<file path="config.mk">
export PLATFORM = sky130hd
export DESIGN_NAME = alu_share_ctrl_flat
export DESIGN_NICKNAME = d
export VERILOG_FILES = /design/src/rtl/alu_pkg.sv /design/src/rtl/alu_share_ctrl_if.sv /design/src/rtl/rr_arbiter.sv /design/src/rtl/alu_share_ctrl.sv /design/src/flat_wrapper.sv
export SDC_FILE = /design/constraint.sdc
export NUM_CORES = 1
export LEC_CHECK = 0
export CAP_MARGIN = 5
export CORE_UTILIZATION = 33
export DETAILED_ROUTE_END_ITERATION = 12
export PLACE_DENSITY = 0.88
export SLEW_MARGIN = 25
export SYNTH_ARGS = -nofsm -noshare
export SYNTH_HDL_FRONTEND = slang
export SYNTH_SLANG_ARGS = --single-unit
</file>
<file path="constraint.sdc">
create_clock -name clk -period 1.55 [get_ports clk]
set_input_delay 0.155 -clock clk [delete_from_list [all_inputs] [get_ports clk]]
set_output_delay 0.155 -clock clk [all_outputs]
set_load 0.005 [all_outputs]
</file>
<file path="src/rtl/alu_pkg.sv">
// alu_pkg: shared ALU opcodes, controller FSM encoding and data width
package alu_pkg;
  localparam int DW = 32;
  localparam logic [2:0] ALU_ADD = 3'd0;
  localparam logic [2:0] ALU_SUB = 3'd1;
  localparam logic [2:0] ALU_NOT = 3'd2;
  localparam logic [2:0] ALU_AND = 3'd3;
  localparam logic [2:0] ALU_OR  = 3'd4;
  localparam logic [2:0] ALU_XOR = 3'd5;
  localparam logic [2:0] ALU_SLT = 3'd6;
  localparam logic [2:0] ALU_EQ  = 3'd7;
  typedef enum logic [1:0] {ST_IDLE = 2'd0, ST_EXEC = 2'd1, ST_RESP = 2'd2} state_t;
endpackage

</file>
<file path="src/rtl/alu_share_ctrl_if.sv">
// alu_share_ctrl_if: requester-side request/response bundle of the shared ALU controller
interface alu_share_ctrl_if import alu_pkg::*; #(parameter int NREQ = 2);
  logic [NREQ-1:0]    req_valid;
  logic [NREQ-1:0]    req_ready;
  logic [NREQ*DW-1:0] req_a;
  logic [NREQ*DW-1:0] req_b;
  logic [NREQ*3-1:0]  req_op;
  logic [NREQ-1:0]    resp_valid;
  logic [NREQ-1:0]    resp_ready;
  logic [DW-1:0]      resp_sum;
  logic               resp_overflow;
  modport master (output req_valid, req_a, req_b, req_op, resp_ready,
                  input  req_ready, resp_valid, resp_sum, resp_overflow);
  modport slave  (input  req_valid, req_a, req_b, req_op, resp_ready,
                  output req_ready, resp_valid, resp_sum, resp_overflow);
endinterface

</file>
<file path="src/rtl/rr_arbiter.sv">
// rr_arbiter: combinational round-robin pick starting after last_grant_i, with wrap
module rr_arbiter #(
  parameter int NREQ = 2,
  localparam int IW = $clog2(NREQ)
) (
  input  logic [NREQ-1:0] req_i,
  input  logic [IW-1:0]   last_grant_i,
  output logic [NREQ-1:0] grant_o,
  output logic [IW-1:0]   idx_o,
  output logic            any_o
);
  // Scan farthest-first so the nearest requester after last_grant_i wins
  always_comb begin
    idx_o = '0;
    any_o = 1'b0;
    for (int i = NREQ; i >= 1; i--) begin
      if (req_i[(int'(last_grant_i) + i) % NREQ]) begin
        idx_o = IW'((int'(last_grant_i) + i) % NREQ);
        any_o = 1'b1;
      end
    end
    grant_o = any_o ? NREQ'(1) << idx_o : '0;
  end
endmodule

</file>
<file path="src/rtl/alu_share_ctrl.sv">
// alu_share_ctrl: round-robin sequencer sharing one combinational ALU among NREQ requesters
module alu_share_ctrl import alu_pkg::*; #(
  parameter int NREQ = 2
) (
  input  logic            clk,
  input  logic            rst_n,
  alu_share_ctrl_if.slave bus,
  output logic [DW-1:0]   alu_r1_o,
  output logic [DW-1:0]   alu_r2_o,
  output logic [2:0]      alu_sub_o,
  output logic            alu_enable_o,
  input  logic [DW-1:0]   alu_sum_i,
  input  logic            alu_overflow_i
);
  localparam int IW = $clog2(NREQ);
  state_t          state_q, state_d;
  logic [IW-1:0]   last_q, last_d, owner_q, owner_d, widx;
  logic [NREQ-1:0] grant;
  logic            any, accept;
  logic [DW-1:0]   a_q, a_d, b_q, b_d, sum_q, sum_d;
  logic [2:0]      op_q, op_d;
  logic            ovf_q, ovf_d;
  rr_arbiter #(.NREQ(NREQ)) u_arb (
    .req_i        (bus.req_valid),
    .last_grant_i (last_q),
    .grant_o      (grant),
    .idx_o        (widx),
    .any_o        (any)
  );
  always_ff @(posedge clk or negedge rst_n) begin
    if (!rst_n) begin
      state_q <= ST_IDLE;
      last_q  <= IW'(NREQ - 1);
      owner_q <= '0;
      a_q     <= '0;
      b_q     <= '0;
      op_q    <= '0;
      sum_q   <= '0;
      ovf_q   <= 1'b0;
    end else begin
      state_q <= state_d;
      last_q  <= last_d;
      owner_q <= owner_d;
      a_q     <= a_d;
      b_q     <= b_d;
      op_q    <= op_d;
      sum_q   <= sum_d;
      ovf_q   <= ovf_d;
    end
  end
  always_comb begin
    accept         = state_q == ST_IDLE && any;
    bus.req_ready  = accept ? grant : '0;
    bus.resp_valid = state_q == ST_RESP ? NREQ'(1) << owner_q : '0;
    alu_enable_o   = state_q == ST_EXEC;
    last_d         = accept ? widx : last_q;
    owner_d        = accept ? widx : owner_q;
    a_d            = accept ? bus.req_a[int'(widx)*DW +: DW] : a_q;
    b_d            = accept ? bus.req_b[int'(widx)*DW +: DW] : b_q;
    op_d           = accept ? bus.req_op[int'(widx)*3 +: 3] : op_q;
    sum_d          = state_q == ST_EXEC ? alu_sum_i : sum_q;
    ovf_d          = state_q == ST_EXEC ? alu_overflow_i : ovf_q;
    state_d        = accept ? ST_EXEC :
                     state_q == ST_EXEC ? ST_RESP :
                     state_q == ST_RESP && bus.resp_ready[owner_q] ? ST_IDLE : state_q;
  end
  assign alu_r1_o          = a_q;
  assign alu_r2_o          = b_q;
  assign alu_sub_o         = op_q;
  assign bus.resp_sum      = sum_q;
  assign bus.resp_overflow = ovf_q;
endmodule

</file>
<file path="src/flat_wrapper.sv">
// flat-port wrapper written by rule: the top's interface ports become plain ports
module alu_share_ctrl_flat import alu_pkg::*;
#(
  parameter int NREQ = 2
)
  (clk, rst_n, alu_r1_o, alu_r2_o, alu_sub_o, alu_enable_o, alu_sum_i, alu_overflow_i, bus_req_valid, bus_req_a, bus_req_b, bus_req_op, bus_resp_ready, bus_req_ready, bus_resp_valid, bus_resp_sum, bus_resp_overflow);
  alu_share_ctrl_if #(.NREQ(NREQ)) bus_i ();
  input  logic clk;
  input  logic rst_n;
  output logic [DW-1:0] alu_r1_o;
  output logic [DW-1:0] alu_r2_o;
  output logic [2:0] alu_sub_o;
  output logic alu_enable_o;
  input  logic [DW-1:0] alu_sum_i;
  input  logic alu_overflow_i;
  input wire logic [$bits(bus_i.req_valid)-1:0] bus_req_valid;
  input wire logic [$bits(bus_i.req_a)-1:0] bus_req_a;
  input wire logic [$bits(bus_i.req_b)-1:0] bus_req_b;
  input wire logic [$bits(bus_i.req_op)-1:0] bus_req_op;
  input wire logic [$bits(bus_i.resp_ready)-1:0] bus_resp_ready;
  output wire logic [$bits(bus_i.req_ready)-1:0] bus_req_ready;
  output wire logic [$bits(bus_i.resp_valid)-1:0] bus_resp_valid;
  output wire logic [$bits(bus_i.resp_sum)-1:0] bus_resp_sum;
  output wire logic [$bits(bus_i.resp_overflow)-1:0] bus_resp_overflow;
  assign bus_i.req_valid = bus_req_valid;
  assign bus_i.req_a = bus_req_a;
  assign bus_i.req_b = bus_req_b;
  assign bus_i.req_op = bus_req_op;
  assign bus_i.resp_ready = bus_resp_ready;
  assign bus_req_ready = bus_i.req_ready;
  assign bus_resp_valid = bus_i.resp_valid;
  assign bus_resp_sum = bus_i.resp_sum;
  assign bus_resp_overflow = bus_i.resp_overflow;
  alu_share_ctrl #(.NREQ(NREQ)) u_core (.clk(clk), .rst_n(rst_n), .bus(bus_i), .alu_r1_o(alu_r1_o), .alu_r2_o(alu_r2_o), .alu_sub_o(alu_sub_o), .alu_enable_o(alu_enable_o), .alu_sum_i(alu_sum_i), .alu_overflow_i(alu_overflow_i));
endmodule
</file>
==> results of run 1 <==
[flip-flops by register name (all words and copies together) (netlist names)]
| register | flops |
|---|---|
| u_core.bus.resp_overflow | 1 |
| u_core.owner_q | 1 |
| u_core.alu_r1_o | 32 |
| u_core.alu_sub_o | 3 |
| u_core.state_q | 2 |
| u_core.alu_r2_o | 32 |
| u_core.last_q | 1 |
| u_core.bus.resp_sum | 32 |
[stage by stage]
step / setup TNS, ns / hold WS, ns
after floorplan: 0 / -0.141
after global routing: -2.41 / 0.352
final: -0.00446 / 0.303
after global placement: -15.43 / 0.117
after CTS: -0.00197 / 0.303
after detailed placement: -17.65 / 0.122
[where the power goes]
part           switching, W  internal (W)
sequential         0.000825       0.00407
clock               0.00104       0.00116
combinational       0.00234       0.00441
[cells by family after synthesis]
logic type,Yosys count
buffers and inverters,33
flip-flops,104
multiplexers,34
AO/OA/AOI/OAI,72
AND/OR/NAND/NOR,76
[layout make-up]
| type | count | area [µm²] | share of cell area [%] |
|---|---|---|---|
| Sequential cell | 104 | 2600 | 33.6 |
| Multi-Input combinational cell | 182 | 1600 | 20.7 |
| Timing Repair Buffer | 298 | 3040 | 39.2 |
| Clock buffer | 10 | 239 | 3.08 |
| Clock inverter | 6 | 50.0 | 0.645 |
| Tap cell | 172 | 215 | 2.78 |
[final timing paths]
| kind | to | slack (ns) | cells after the start |
|---|---|---|---|
| max reg2reg | u_core.alu_r2_o[4] | -0.004 | 6 |
| min reg2reg | u_core.alu_r2_o[28] | 0.51 | 1 |
| max | u_core.alu_r2_o[4] | -0.004 | 6 |
| min | u_core.bus.resp_overflow | 0.30 | 2 |
| max in group asynchronous | u_core.last_q | 0.62 | 3 |
| min in group clk | u_core.alu_r2_o[3] | 0.43 | 2 |
[layout by cell type, fill, tap and decap left out, types with 2 or more instances in the layout]
cell / instances
mux2_2: 33
inv_6: 3
buf_4: 10
buf_12: 7
buf_6: 3
clkbuf_16: 9
dfrtp_1: 103
nand2_1: 2
and3_1: 67
a221o_1: 67
dlygate4sd2_1: 2
a21o_1: 3
clkdlybuf4s50_1: 271
[layer usage]
layer  vias up  track usage [%]
met5         -                0
met1      1977             22.3
met4         0             11.1
li1       1800                -
met2       225             38.4
met3        32             5.03
[what timing repair did]
item                                    CTS  global route
gates cloned                              1             0
buffers inserted                          1             0
hold endpoints to repair                 29             0
hold buffers                              1             0
pin swaps                                 1             0
endpoints found under the setup margin   72            70
resized for setup                        15             2
[critical path, delay by kind of cell (launching register included)]
family | cells | cell delay [ns]
AO/OA/AOI/OAI | 2 | 0.42
flip-flops | 1 | 0.38
AND/OR/NAND/NOR | 1 | 0.12
buffers and inverters | 3 | 0.50
==> run_results.csv, run 1 <==
group,metric,value,unit
outcome,status,"finished with violations",
outcome,violations,"setup timing",
power,power.total,0.0138,W
synthesis,synth_commonest_cells,"dfrtp_1 (103), and3_1 (68), a221o_1 (67)",
worst_setup_path,crit-reg2reg-launch,"u_core.state_q[0]",
floorplanning,dieWidth,117,µm
synthesis,yosysWarnings,0,
cts,clock_latency,0.34,ns
grt,grt_pass1_wl,21400,µm
floorplanning,num_rows,41,
synthesis,synth-edff-count,0,
flow_run,drv_cap,0,
synthesis,syn_nets,492,
route,totalWireLength,14400,µm
timing,period_minus_slack,1.55,ns
finish,num-fill-cells,1030,
timing,relSlewSlack,70.6,%
synthesis,synth_top_area_share,59.5,%
synthesis,ys.flop_type,"dfrtp_1",
route,vias,4034,
placement,dp.cells,753,
cts,cts_buffer_depth,2,
placement,postPlaceCellArea,7400,µm²
synthesis,yosys-top-cells-area,"dfrtp_1 (60%), a221o_1 (15%), and3_1 (9.8%)",
timing,rsz0062_at_grt,"true",
synthesis,synth_xor_area_share,0,%
finish,n_antenna_cell,0,
worst_setup_path,critical_path_arrival,1.76,ns
timing,slew_viol_final,0,
placement,dp_slack,-0.302,ns
synthesis,synth_top_family_by_area,"compound AO/OA/AOI/OAI gates",
route,detail_route.vias_per_cell,5.23,
route,drtPass1Iterations,4,
worst_setup_path,worst-setup-path-type,"reg2reg",
synthesis,synth_top_cell_by_area,"dfrtp_1",
floorplanning,dieArea,13600,µm²
timing,hold_viol_final,0,
power,p_leak,3.45,nW
worst_setup_path,critical-path-slowest-cell,"dfrtp_1",
power,vdd_drop_max,0.000756,V
worst_setup_path,cp-start-kind,"flip-flop",
cts,clk_pin_slew_worst_paths,0.08,ns
floorplanning,dieHeight,117,µm
power,power.density,1790,nW/µm²
cts,htreeDepth,3,
route,route.detailed.drc,0,
finish,final_area,7750,µm²
finish,area_delta_synth_final,79.0,%
finish,final_layout_size_suffix_gt1_share,13.2,%
finish,final_util,60.9,%
placement,port_buffers,277,
synthesis,synth_cell_types,20,
cts,cts-buffers-inserted,9,
floorplanning,start_util,34.0,%
synthesis,synth_mux_area_share,8.81,%
worst_setup_path,critPathCaptureType,"flip-flop",
cts,cts_tree,"done",
synthesis,async_flop_share,100,%
floorplanning,core,12700,µm²
timing,setup_slack,-0.00446,ns
route,ant_nets,0,
worst_setup_path,worst_ep_required_time,1.76,ns
worst_setup_path,path_cells,"buf_4 > nor2_4 > buf_6 > o21ai_4 > buf_12 > a221o_1",
synthesis,synth_compound_area_share,16.5,%
finish,finalNonFillerCells,772,
route,wl_met3,1180,µm
synthesis,ys_ff_latch,104,
route,maxUsedRoutingLayer,"met4",
synthesis,synth_area_per_cell,13.6,µm²
grt,grt_pass1_vias,4233,
timing,final.setup_skew,0.0134,ns
route,drt_iter0_markers,189,
route,met1_length,5500,µm
grt,overflow,0,
grt,grtUsageTotal,21.0,%
timing,worst_pin_slew,0.441,ns
finish,layout.nets,768,
route,wl_met2,7140,µm
placement,hpwl,10600,µm
grt,antenna_found_initial,0,
timing,fmax,643,MHz
route,wire_per_inst,18.6,µm
worst_setup_path,slowest_delay,0.38,ns
synthesis,yosysMostFrequentCell,"dfrtp_1",
timing,post-route-period-util,100,%
synthesis,netlist_instances,319,
cts,root_buffer,"clkbuf_16",
timing,setup_viol,1,
worst_setup_path,cp_max_fo,25,
cts,cts_sinks,104,
synthesis,synth-simple-area-share,10.9,%
synthesis,synth_area,4330,µm²
grt,grt_max_degree,68,
synthesis,synth-adder-area-share,0,%
floorplanning,ios,278,
worst_hold_path,min-delay-path-class,"in2async",
worst_setup_path,startpoint,"u_core.state_q[0]",
placement,gp_congestion,0.813,
synthesis,yosysSeqAreaShare,60.1,%
(Power assumes the default switching activity.)
==> inputs of run 2 (changes only) <==
Settings changed: CORE_ASPECT_RATIO set to 0.6, SETUP_SLACK_MARGIN set to 0.3.
==> run 2 against run 1 <==
The flow now finishes without violations. Total power is 6.7% higher. Critical endpoint is now bus_req_ready[0]. Fmax is 2.4% higher. Highest routed layer unchanged. Die area is 0.11% higher. Routed wire length is 12% higher. First-iteration DRC count is 2.1% higher. Sequential cell count stayed put. Sequential power hardly changed. Global-route usage is 2.5 points higher. Design area is 5.4% higher.
==> run_results.csv, run 2 (same netlist as run 1, synthesis figures left out) <==
group,metric,value,unit
outcome,status,"finished clean",
grt,grt_max_degree,105,
cts,cts_sinks,104,
flow_run,drv_cap,0,
route,drtPass1Iterations,5,
timing,slew_viol_final,0,
route,route.detailed.drc,0,
floorplanning,dieHeight,90.7,µm
finish,layout_commonest_cell,"clkdlybuf4s50_1",
worst_setup_path,critical-path-slowest-cell,"dfstp_2",
floorplanning,num_rows,31,
placement,port_buffers,277,
finish,num-fill-cells,897,
power,combinationalPowerShare,50.4,%
power,netSwitchingFraction,31.2,%
grt,grtUsageTotal,23.5,%
timing,final.setup_skew,0.00740,ns
worst_setup_path,critPathCaptureType,"primary output",
finish,n_antenna_cell,0,
grt,grt_pass1_vias,4434,
finish,layout_common_cells,"clkdlybuf4s50_1 (170), dfrtp_1 (103), dlygate4sd2_1 (87)",
timing,relSlewSlack,62.9,%
grt,grt_pass1_wl,24400,µm
power,seqPwrFrac,33.0,%
placement,hpwl,10700,µm
placement,postPlaceCellArea,7440,µm²
floorplanning,start_util,34.9,%
cts,cts-buffers-inserted,9,
timing,fmax,659,MHz
power,power_frac_clock,16.6,%
grt,overflow,0,
finish,layout.nets,797,
power,internal_power,0.0102,W
floorplanning,dieWidth,150,µm
route,drt_iter0_markers,193,
floorplanning,core,12400,µm²
worst_setup_path,worst_ep_required_time,1.39,ns
floorplanning,ios,278,
timing,rsz0062_at_grt,"true",
route,detail_route.vias_per_cell,5.15,
cts,cts_buffer_depth,2,
timing,setup_viol,0,
timing,worst_pin_slew,0.556,ns
finish,final_area,8170,µm²
worst_setup_path,cp-start-kind,"flip-flop",
worst_setup_path,critical_path_arrival,1.36,ns
worst_hold_path,min-delay-path-class,"in2async",
worst_setup_path,slowest_delay,0.58,ns
worst_setup_path,cp_max_fo,3,
power,p_leak,4.09,nW
timing,hold_viol_final,0,
timing,post-route-period-util,97.9,%
route,wire_per_inst,20.3,µm
cts,clk_pin_slew_worst_paths,0.07,ns
power,power.density,1810,nW/µm²
power,power.total,0.0148,W
worst_setup_path,path_cells,"nand2b_4 > and3_4 > buf_6",
cts,root_buffer,"clkbuf_16",
power,p_sw,0.00460,W
finish,final_layout_size_suffix_gt1_share,18.1,%
power,vdd_drop_max,0.000635,V
route,totalWireLength,16100,µm
grt,antenna_found_initial,0,
floorplanning,dieArea,13600,µm²
timing,period_minus_slack,1.52,ns
cts,cts_tree,"done",
route,ant_nets,0,
route,vias,4090,
cts,htreeDepth,3,
finish,final_util,65.8,%
worst_setup_path,worst-setup-path-type,"reg2out",
cts,clock_latency,0.34,ns
finish,area_delta_synth_final,88.6,%
placement,gp_congestion,0.811,
## run 2: changes by cell type in the layout (fill, tap and decap cells not counted), sizes merged
cell,before,now
dlymetal6s2s,0,14
clkdlybuf4s50,271,170
clkbuf,10,12
buf,22,53
bufinv,0,2
dlygate4sd2,2,87
inv,4,2
clkdlybuf4s15,2,0
## run 2: layout make-up
cell class	count	area, µm²	share of cell area, %
Timing Repair Buffer	327	3290	40.3
Sequential cell	104	2600	31.9
Multi-Input combinational cell	182	1750	21.4
Clock buffer	10	229	2.80
Tap cell	165	206	2.53
Clock inverter	6	90.1	1.10
## run 2: through the flow
step           std cells  worst slack [ns]  hold WS, ns  setup TNS (ns)
6_report             794            0.0320        0.405               0
5_1_grt              794           -0.0224        0.412          -0.330
4_1_cts              787            0.0400        0.410               0
3_5_place_dp         744            -0.304        0.269          -16.15
3_3_place_gp         744            -0.258        0.260          -14.50
2_1_floorplan        319             0.128       -0.141               0
## run 2: worst max-delay path: cells and delay by family, from the launching register on
family / cells / cell delay (ns)
AND/OR/NAND/NOR: 2 / 0.34
buffers and inverters: 1 / 0.11
flip-flops: 1 / 0.58
## run 2: repair_timing
item	CTS	global route
hold buffers	1	0
setup buffers	21	5
cloned	5	2
hold endpoints to repair	103	0
gates resized for setup	138	26
pin swaps	3	3
setup endpoints to repair	208	121
## run 2: metal layers
layer / track usage (%) / routed length, µm / up-vias
li1: - / - / 1864
met1: 29.0 / 6800 / 2030
met2: 40.6 / 7880 / 178
met3: 5.56 / 1170 / 18
met4: 6.73 / 251 / 0
met5: 0 / 0 / -
## run 2: final timing paths
path	to	start	slack, ns	depth (start not counted)
min in group clk	u_core.alu_r2_o[29]	bus_req_b[29]	0.42	2
max in group asynchronous	u_core.last_q	rst_n	0.72	3
worst max register to register	u_core.alu_r2_o[6]	u_core.state_q[0]	0.04	5
worst min register to register	u_core.bus.resp_sum[27]	u_core.bus.resp_sum[27]	0.51	1
worst min-delay path	u_core.bus.resp_sum[11]	rst_n	0.40	3
worst max-delay path	bus_req_ready[0]	u_core.last_q	0.03	3
## run 2: power by group through the flow
stage	clock (W)	sequential, W	combinational, W
finish	0.00245	0.00487	0.00745
global route	0.00261	0.00503	0.00795
CTS	0.00249	0.00485	0.00722
detailed placement	0	0.00490	0.00699
global placement	0	0.00487	0.00678
floorplan	0	0.00493	0.00305
